==> config.mk <==
export PLATFORM = sky130hd
export DESIGN_NAME = score_counter_array
export DESIGN_NICKNAME = d
export VERILOG_FILES = /design/src/rtl/score_pkg.sv /design/src/rtl/score_channel.sv /design/src/rtl/score_counter_array.sv
export SDC_FILE = /design/constraint.sdc
export NUM_CORES = 1
export LEC_CHECK = 0
export CELL_PAD_IN_SITES_DETAIL_PLACEMENT = 1
export CELL_PAD_IN_SITES_GLOBAL_PLACEMENT = 1
export CORE_MARGIN = 2
export CORE_UTILIZATION = 42
export CTS_CLUSTER_DIAMETER = 150
export DETAILED_ROUTE_END_ITERATION = 16
export HOLD_SLACK_MARGIN = 0.1
export PLACE_DENSITY = 0.92
export SYNTH_ARGS = -nofsm -noshare
export SYNTH_HDL_FRONTEND = slang
export SYNTH_SLANG_ARGS = --single-unit
==> constraint.sdc <==
create_clock -name clk_i -period 3.55 [get_ports clk_i]
set_clock_uncertainty 0.2 [all_clocks]
set_input_delay 0.71 -clock clk_i [delete_from_list [all_inputs] [get_ports clk_i]]
set_output_delay 0.71 -clock clk_i [all_outputs]
set_load 0.05 [all_outputs]
==> src/rtl/score_pkg.sv <==
// rtl/score_pkg.sv - shared constants and types for the multi-channel score counter
// Contents:
//   SCORE_MODE_SAT / SCORE_MODE_WRAP  values of wrap_i
//   SCORE_MAX_CHANNELS                largest supported channel count
//   SCORE_LEADER_W                    width of the leader index output
//   score_act_e                       per-channel action chosen each cycle
package score_pkg;

  localparam logic SCORE_MODE_SAT  = 1'b0;
  localparam logic SCORE_MODE_WRAP = 1'b1;

  localparam int SCORE_MAX_CHANNELS = 8;
  localparam int SCORE_LEADER_W     = 3;

  typedef enum logic [2:0] {
    SCORE_ACT_HOLD,
    SCORE_ACT_CLR,
    SCORE_ACT_LOAD,
    SCORE_ACT_UP,
    SCORE_ACT_DN
  } score_act_e;

endpackage

==> src/rtl/score_channel.sv <==
// rtl/score_channel.sv - one bounded up/down counter with edge detect and limit flag
// Ports:
//   clk_i, rst_i        clock, asynchronous active-high reset
//   inc_i, dec_i        count-up / count-down request levels (edge detected here)
//   wrap_i              1: wrap at limits, 0: saturate
//   step_i              step per event, 0 behaves as 1
//   clr_i, load_i       synchronous clear / load (clear wins)
//   load_val_i          load value, clipped to MAX_VAL
//   cnt_o               registered count
//   lim_o               registered one-cycle pulse when an event wrapped or clipped
module score_channel
  import score_pkg::*;
#(
  parameter int BW      = 7,
  parameter int MAX_VAL = 99,
  parameter int SW      = 4
) (
  input  logic          clk_i,
  input  logic          rst_i,
  input  logic          inc_i,
  input  logic          dec_i,
  input  logic          wrap_i,
  input  logic [SW-1:0] step_i,
  input  logic          clr_i,
  input  logic          load_i,
  input  logic [BW-1:0] load_val_i,
  output logic [BW-1:0] cnt_o,
  output logic          lim_o
);

  // Wide enough for cnt + step and cnt + MAX_VAL + 1 without overflow.
  localparam int AW = ((BW > SW) ? BW : SW) + 1;
  localparam logic [AW-1:0] MAX_A = AW'(MAX_VAL);
  localparam logic [AW-1:0] MOD_A = AW'(MAX_VAL + 1);

  logic          inc_q, dec_q;
  logic [BW-1:0] cnt_q, cnt_d;
  logic          lim_q, lim_d;
  logic          up_ev, dn_ev;
  score_act_e    act;
  logic [AW-1:0] cnt_a, s_raw, s_eff, sum_a, load_a;

  assign up_ev = inc_i & ~inc_q;
  assign dn_ev = dec_i & ~dec_q;

  always_comb begin
    if (clr_i)                    act = SCORE_ACT_CLR;
    else if (load_i)              act = SCORE_ACT_LOAD;
    else if (up_ev && !dn_ev)     act = SCORE_ACT_UP;
    else if (dn_ev && !up_ev)     act = SCORE_ACT_DN;
    else                          act = SCORE_ACT_HOLD;
  end

  assign cnt_a  = AW'(cnt_q);
  assign load_a = AW'(load_val_i);
  assign s_raw  = (step_i == '0) ? AW'(1) : AW'(step_i);
  // In wrap mode a step larger than the range is folded first, so one wrap per event suffices.
  assign s_eff  = (wrap_i == SCORE_MODE_WRAP) ? (s_raw % MOD_A) : s_raw;
  assign sum_a  = cnt_a + s_eff;

  always_comb begin
    cnt_d = cnt_q;
    lim_d = 1'b0;
    case (act)
      SCORE_ACT_CLR:  cnt_d = '0;
      SCORE_ACT_LOAD: cnt_d = (load_a > MAX_A) ? BW'(MAX_VAL) : load_val_i;
      SCORE_ACT_UP: begin
        if (wrap_i == SCORE_MODE_WRAP) begin
          if (sum_a > MAX_A) begin
            cnt_d = BW'(sum_a - MOD_A);
            lim_d = 1'b1;
          end else begin
            cnt_d = BW'(sum_a);
          end
        end else if (sum_a >= MAX_A) begin
          // Hitting MAX_VAL exactly and a blocked attempt at MAX_VAL both flag.
          cnt_d = BW'(MAX_VAL);
          lim_d = 1'b1;
        end else begin
          cnt_d = BW'(sum_a);
        end
      end
      SCORE_ACT_DN: begin
        if (wrap_i == SCORE_MODE_WRAP) begin
          if (cnt_a < s_eff) begin
            cnt_d = BW'(cnt_a + MOD_A - s_eff);
            lim_d = 1'b1;
          end else begin
            cnt_d = BW'(cnt_a - s_eff);
          end
        end else if (cnt_a <= s_eff) begin
          cnt_d = '0;
          lim_d = 1'b1;
        end else begin
          cnt_d = BW'(cnt_a - s_eff);
        end
      end
      default: ;
    endcase
  end

  // Edge registers reset high so a request held through reset is not an event.
  always_ff @(posedge clk_i or posedge rst_i) begin
    if (rst_i) begin
      inc_q <= 1'b1;
      dec_q <= 1'b1;
      cnt_q <= '0;
      lim_q <= 1'b0;
    end else begin
      inc_q <= inc_i;
      dec_q <= dec_i;
      cnt_q <= cnt_d;
      lim_q <= lim_d;
    end
  end

  assign cnt_o = cnt_q;
  assign lim_o = lim_q;

endmodule

==> src/rtl/score_counter_array.sv <==
// rtl/score_counter_array.sv - CHANNELS independent score counters plus leader/tie detection
// Ports:
//   clk_i, rst_i          clock, asynchronous active-high reset
//   inc_i, dec_i          per-channel count requests (levels)
//   wrap_i, step_i        shared wrap/saturate mode and step
//   clr_i, load_i         per-channel clear / load
//   load_val_i            shared load value
//   cnt_o                 channel c at [c*BW +: BW]
//   at_max_o, at_min_o    per-channel limit status from registered counts
//   lim_o                 per-channel limit event pulse
//   leader_o, tie_o       highest channel (lowest index on tie) and shared-maximum flag
module score_counter_array
  import score_pkg::*;
#(
  parameter int CHANNELS = 2,
  parameter int BW       = 7,
  parameter int MAX_VAL  = 99,
  parameter int SW       = 4
) (
  input  logic                      clk_i,
  input  logic                      rst_i,
  input  logic [CHANNELS-1:0]       inc_i,
  input  logic [CHANNELS-1:0]       dec_i,
  input  logic                      wrap_i,
  input  logic [SW-1:0]             step_i,
  input  logic [CHANNELS-1:0]       clr_i,
  input  logic [CHANNELS-1:0]       load_i,
  input  logic [BW-1:0]             load_val_i,
  output logic [CHANNELS*BW-1:0]    cnt_o,
  output logic [CHANNELS-1:0]       at_max_o,
  output logic [CHANNELS-1:0]       at_min_o,
  output logic [CHANNELS-1:0]       lim_o,
  output logic [SCORE_LEADER_W-1:0] leader_o,
  output logic                      tie_o
);

  if (MAX_VAL >= (1 << BW)) begin : g_bad_max
    $error("score_counter_array: MAX_VAL does not fit in BW bits");
  end
  if (CHANNELS < 1 || CHANNELS > SCORE_MAX_CHANNELS) begin : g_bad_ch
    $error("score_counter_array: CHANNELS out of range");
  end

  logic [BW-1:0] cnt_arr [CHANNELS];

  for (genvar c = 0; c < CHANNELS; c++) begin : g_ch
    score_channel #(
      .BW      (BW),
      .MAX_VAL (MAX_VAL),
      .SW      (SW)
    ) u_ch (
      .clk_i      (clk_i),
      .rst_i      (rst_i),
      .inc_i      (inc_i[c]),
      .dec_i      (dec_i[c]),
      .wrap_i     (wrap_i),
      .step_i     (step_i),
      .clr_i      (clr_i[c]),
      .load_i     (load_i[c]),
      .load_val_i (load_val_i),
      .cnt_o      (cnt_arr[c]),
      .lim_o      (lim_o[c])
    );
    assign cnt_o[c*BW +: BW] = cnt_arr[c];
    assign at_max_o[c]       = (cnt_arr[c] == BW'(MAX_VAL));
    assign at_min_o[c]       = (cnt_arr[c] == '0);
  end

  logic [BW-1:0]             best_val;
  logic [SCORE_LEADER_W-1:0] best_idx;
  logic                      best_tie;

  // Strict '>' keeps the lowest index; best_tie tracks whether the current best is shared.
  always_comb begin
    best_val = cnt_arr[0];
    best_idx = '0;
    best_tie = 1'b0;
    for (int c = 1; c < CHANNELS; c++) begin
      if (cnt_arr[c] > best_val) begin
        best_val = cnt_arr[c];
        best_idx = SCORE_LEADER_W'(c);
        best_tie = 1'b0;
      end else if (cnt_arr[c] == best_val) begin
        best_tie = 1'b1;
      end
    end
  end

  assign leader_o = best_idx;
  assign tie_o    = best_tie;

endmodule
### After elaboration in Yosys (flattened, before gate mapping)

Cells that the tools add are included.

| word-level totals | value |
|---|---|
| logic and storage cells | 103 |
| register bits after elaboration | 20 |
| output and inout port bits | 24 |

| cells by class | value |
|---|---|
| equality and inequality tests | 11 |
| mux-type cells | 42 |
| bitwise operators | 8 |
| reduce and logical (&&, ||, !) cells | 13 |
| order comparisons | 10 |
| add/sub/neg operators | 10 |
| div/mod/pow operators | 1 |

Operators with widths:

| cell | number |
|---|---|
| 7-bit two-way mux | 13 |
| 7-bit one-hot mux with 4 select lines | 2 |
| 7-bit subtractor | 4 |
| 3-bit two-way mux | 8 |
| 7-bit by 8-bit adder with 8-bit output | 2 |
| 8-bit by 7-bit greater-or-equal comparator with 1-bit output (second input constant) | 2 |
| 8-bit by 7-bit > comparator with 1-bit output (second input constant) | 2 |
| 7-bit by 8-bit less-or-equal comparator with 1-bit output | 2 |
| 7-bit by 8-bit less-than comparator with 1-bit output | 2 |
| 1-bit two-way mux | 15 |
| 7-bit adder (second input constant) | 2 |
| 7-bit == test (second input constant) | 2 |
| 7-bit logical NOT | 2 |
| 7-bit subtractor (second input constant) | 2 |
| 3-bit by 2-bit == test with 1-bit output (second input constant) | 4 |
| 8-bit by 7-bit modulo with 8-bit output (second input constant) | 1 |
| 8-bit two-way mux | 1 |
| 4-bit nonzero test | 2 |
| 7-bit == test | 1 |
| 7-bit > comparator | 1 |
| 7-bit > comparator (second input constant) | 1 |
| 3-bit by 1-bit == test with 1-bit output (second input constant) | 2 |
| 3-bit == test (second input constant) | 2 |
| 1-bit bitwise AND | 4 |
| other kinds (6) | 16 |

### Longest topological paths before layout

| logic depth | value |
|---|---|
| depth after elaboration | 10 |
| gate-level depth with buffers | 14 |

### Cells and area by module

Synthesis repeated with hierarchy kept, for this count alone.

| unflattened totals | value |
|---|---|
| cell total of the unflattened synthesis | 424 |
| area total of the unflattened synthesis | 3480.8 um2 |

By module, submodules not included:

| module | cells each | area an instance (um2) | times used |
|---|---|---|---|
| score_channel | 194 | 1611.5 | 2 |
| score_counter_array | 36 | 257.7 | 1 |

### Least setup slack after synthesis

Ideal clock, no wire load.

| timing | value |
|---|---|
| path type | flip-flop to output port |
| start | register g_ch[0].u_ch.cnt_q[1] |
| end | output port leader_o[0] |
| arrival time | 2.782 ns |
| path slack | -0.142 ns |
| path buffers | 0 |
| stages on the path, launching flop included | 10 |
| path through | dfrtp_1 inv_1 ha_1 nor2b_1 o21a_1 o21a_1 o21ai_0 nand2b_1 a21oi_1 o21ai_0 |

| on the way | value |
|---|---|
| longest elaborated chain between the ends | 2 |

RTL lines:

| what | RTL line | text |
|---|---|---|
| start: declaration | score_channel.sv:37 | `logic [BW-1:0] cnt_q, cnt_d;` |
| start signal: assignment | score_channel.sv:112 | `cnt_q <= cnt_d;` |
| 7-bit > comparator | score_counter_array.sv:79 | `if (cnt_arr[c] > best_val) begin` |
| 1-bit two-way mux | score_counter_array.sv:79 |  |
| end: declaration | score_counter_array.sv:33 | `output logic [SCORE_LEADER_W-1:0] leader_o,` |

No other way between the ends.

### Final worst setup path

| timing | value |
|---|---|
| start | register g_ch[1].u_ch.cnt_q[1] |
| end | register g_ch[1].u_ch.cnt_q[2] |

| on the way | value |
|---|---|
| longest elaborated chain between the ends | 5 |
| elaborated cells on any way between the ends | 16 |
| classes of those cells | add/sub: 5; order compare: 4; mux: 7 |

RTL lines:

| what | RTL line | text |
|---|---|---|
| start: declaration | score_channel.sv:37 |  |
| start signal: assignment | score_channel.sv:112 |  |
| 7-bit by 8-bit adder with 8-bit output / 7-bit adder (equally long branches) | score_channel.sv:59, score_channel.sv:86 |  |
| 7-bit subtractor (tied with other cells) | score_channel.sv:70 | `cnt_d = BW'(sum_a - MOD_A);` |
| 7-bit two-way mux (on tied branches) | score_channel.sv:69, score_channel.sv:85, score_channel.sv:75 |  |
| 7-bit two-way mux (on tied branches) | score_channel.sv:68, score_channel.sv:84 |  |
| 7-bit one-hot mux with 4 select lines * | score_channel.sv:64 | `case (act)` |

Every way passes the cells marked *; elsewhere a longest branch is shown, timed or not.
A chain may end at the register's enable or synchronous reset.

==> results.yml <==
timing:
  fin_crit_sh_pct: 108
  fin_tns_setup_ns: -0.670
  setup_slack_ns: -0.296
  hold_viol_final: 0
  setup_viol_count_final: 8
  holdWs_ns: 0.598
  tightest_slew_ns: 0.940
  slew_headroom_pct: 36.9
  fin_crit_ns: 3.85
  fmax_mhz: 260
  finalMaxSlewViolations: 0
setup_path:
  r2r-start: "g_ch[1].u_ch.cnt_o[1]$_DFFE_PP0P_"
  worst-endpoint-required_ns: 3.45
  r2r_cells: 13
  worstSetupPathType: "reg -> reg"
  slowest_delay_ns: 0.76
  crit_chain: "ha_4 -> nor2_1 -> a221oi_4 -> xnor2_2 -> ha_2 -> nand3b_1 -> nor2b_4 -> nor4_4 -> o41ai_4 -> buf_4 -> buf_6 -> xor2_2 -> o21ai_1"
  slowest_stage: "dfrtp_1"
  cp.buffers_inverters: 2
  crit_family: "simple AND/OR/NAND/NOR gates"
  worstPathArrival_ns: 3.75
  crit_path_start_kind: "flip-flop"
  r2r_slack_ns: -0.30
  crit_path_end_kind: "flip-flop"
  reg2reg_to: "g_ch[1].u_ch.cnt_o[2]$_DFFE_PP0P_"
  path_max_fanout: 9
run_status:
  violations: "setup timing"
  outcome: "finished with violations"
logic_synthesis:
  syn_avg_cell_area_um2: 8.39
  synth_top_area_cell: "ha_1"
  yosysSeqAreaShare_pct: 16.0
  synthTopCellsByArea: "ha_1 (19%), dfrtp_1 (13%), xnor2_1 (5.3%)"
  synth-seq-cells: 20
  synth_cell_types: 66
  netlist.area_leader.share_pct: 18.6
  syn-instance-count: 377
  synth_area_um2: 3160
  synth_edf_count: 0
  synthFlopType: "dfrtp_1"
  ys_warn_count: 0
  ys_async_sr_fraction_pct: 100
power:
  powerDensity_nw_per_um2: 356
  p_leak_nw: 2.08
  peakVddDrop_v: 0.000150
clock_tree:
  cts_buffer_depth: 2
  root_buffer: "clkbuf_8"
  cts_sinks: 20
  cts_buffers: 3
  cts_tree: "built"
  htreeDepth: 1
  clk_latency_ns: 0.27
  path_clk_slew_ns: 0.08
placed_design:
  gp_congestion: 1.04
  dp_cells: 583
  preCtsSetupSlack_ns: -0.735
  placement.io_buffers: 43
  hpwl_um: 11000
worst_hold_path:
  whs_path_depth: 3
  min_path_type: "reg -> reg"
  hold_end: "g_ch[0].u_ch.cnt_o[6]$_DFFE_PP0P_"
  min-delay-start: "g_ch[0].u_ch.cnt_o[6]$_DFFE_PP0P_"
floorplanning:
  placementRows: 31
  core_area_um2: 7250
  boundaryPins: 46
  die_w_um: 90.8
  die_y_um: 90.8
  die-area_um2: 8240
  start_util_pct: 43.6
layout:
  num-fill-cells: 848
  drive_gt1_share_pct: 31.0
  layout_commonest_cell: "buf_4"
  n_antenna_cell: 0
  utilization_pct: 63.2
  syn2layout_area_growth_pct: 44.9
  final_cell_mix: "buf_4 (84), ha_1 (38), clkdlybuf4s50_1 (37)"
  fin_nets: 573
  fin_cells: 593
global_routing:
  antenna_found_initial: 0
  grt_max_degree: 21
  grt_use_total_pct: 36.8
  grt_pass1_wl_um: 23700
  grt.overflow.total: 0
  grt_pass1_vias: 4267
route:
  totalWireLength_um: 17000
  vias_per_cell: 6.75
  routedWlPerCell_um: 28.7
  drtPass1Iterations: 7
  final_antenna_net_count: 0
  drc_errors: 0
  dr_total_vias: 4003
  first_iter_violations: 333
run:
  drv_cap: 0
worst reg2reg max path: cells and delay by family (launching register included):
family,cells,cell delay [ns]
adders and majority gates,2,0.58
AOI/OAI and AO/OA,3,0.44
buffers and inverters,2,0.28
and+or+nand+nor,4,0.92
DFF,1,0.76
xor gates and xnor gates,2,0.51
layout make-up:
type | instances | area (um^2) | share of cell area [%]
clock buffer | 3 | 41.3 | 0.901
inverter | 34 | 128 | 2.79
multi-input combinational | 310 | 2730 | 59.7
sequential | 20 | 505 | 11.0
tap | 99 | 124 | 2.70
timing repair buffer | 127 | 1050 | 22.9
synth_stat cells (all sizes together) (3+ instances only):
master / number
a22oi: 5
a222oi: 9
nand2: 22
nand3: 5
fa: 8
o21ai: 32
xor2: 6
nor2b: 15
o211ai: 5
xnor2: 20
a21boi: 3
a31oi: 5
buf: 9
nor4: 6
inv: 34
o21a: 6
a21o: 7
nand4: 7
nand2b: 11
clkbuf: 5
mux2i: 3
nor3: 5
dfrtp: 16
dfstp: 4
a21oi: 15
ha: 47
and3: 5
nor2: 24
a211o: 3
worst max-delay path by stage:
stage | startpoint | endpoint | slack [ns] | cells past startpoint
2_1_floorplan | step_i[1] | g_ch[1].u_ch.cnt_o[3]$_DFFE_PP0P_ | 0.008 | 13
3_3_place_gp | step_i[2] | g_ch[0].u_ch.lim_o$_DFF_PP0_ | -0.45 | 14
3_5_place_dp | step_i[2] | g_ch[0].u_ch.lim_o$_DFF_PP0_ | -0.73 | 14
4_1_cts | step_i[3] | g_ch[1].u_ch.cnt_o[3]$_DFFE_PP0P_ | 0.009 | 14
5_1_grt | g_ch[1].u_ch.cnt_o[1]$_DFFE_PP0P_ | g_ch[1].u_ch.cnt_o[2]$_DFFE_PP0P_ | -0.34 | 13
6_report | g_ch[1].u_ch.cnt_o[1]$_DFFE_PP0P_ | g_ch[1].u_ch.cnt_o[2]$_DFFE_PP0P_ | -0.30 | 13
metrics by stage:
| stage | cell area, um^2 | power [W] |
|---|---|---|
| 2_1_floorplan | 3170 | 0.000838 |
| 3_3_place_gp | 4220 | 0.00119 |
| 3_5_place_dp | 4220 | 0.00127 |
| 4_1_cts | 4430 | 0.00147 |
| 5_1_grt | 4580 | 0.00168 |
| 6_report | 4580 | 0.00163 |
sequential cells by signal (all words and copies together) (netlist names):
| register | flops |
|---|---|
| g_ch.u_ch.dec_q | 2 |
| g_ch.u_ch.cnt_o | 14 |
| g_ch.u_ch.lim_o | 2 |
| g_ch.u_ch.inc_q | 2 |
power by group:
part / internal (W) / leakage [nW] / switching, W
registers: 0.000246 / 0.255 / 0.0000419
logic: 0.000492 / 1.81 / 0.000686
clock network: 0.0000762 / 0.0216 / 0.0000875
kinds of logic (layout without fill, tap and decap cells):
| family | Yosys count | in the layout | share of synthesized area, % |
|---|---|---|---|
| compound gates | 114 | 114 | 26.2 |
| xor+xnor | 26 | 26 | 7.44 |
| fa+ha+maj | 55 | 55 | 23.7 |
| buf+inv | 48 | 164 | 6.65 |
| flops | 20 | 20 | 16.0 |
| mux | 4 | 4 | 1.42 |
| other cells | 1 | 2 | 0.119 |
| simple gates | 109 | 109 | 18.5 |
what timing repair did:
item,in CTS,in global routing
hold buffers,0,0
setup endpoints to repair,16,17
setup buffers,4,3
gates resized for setup,37,34
pin swaps,19,22
routing by layer:
metal / wire (um) / up-vias / track usage (%)
met5: 0 / - / 0
met1: 5810 / 1977 / 38.9
met2: 8450 / 303 / 67.2
met3: 1220 / 125 / 5.01
met4: 1540 / 0 / 25.1
li1: - / 1598 / -
Note: power is estimated with default switching activity, not from simulation.
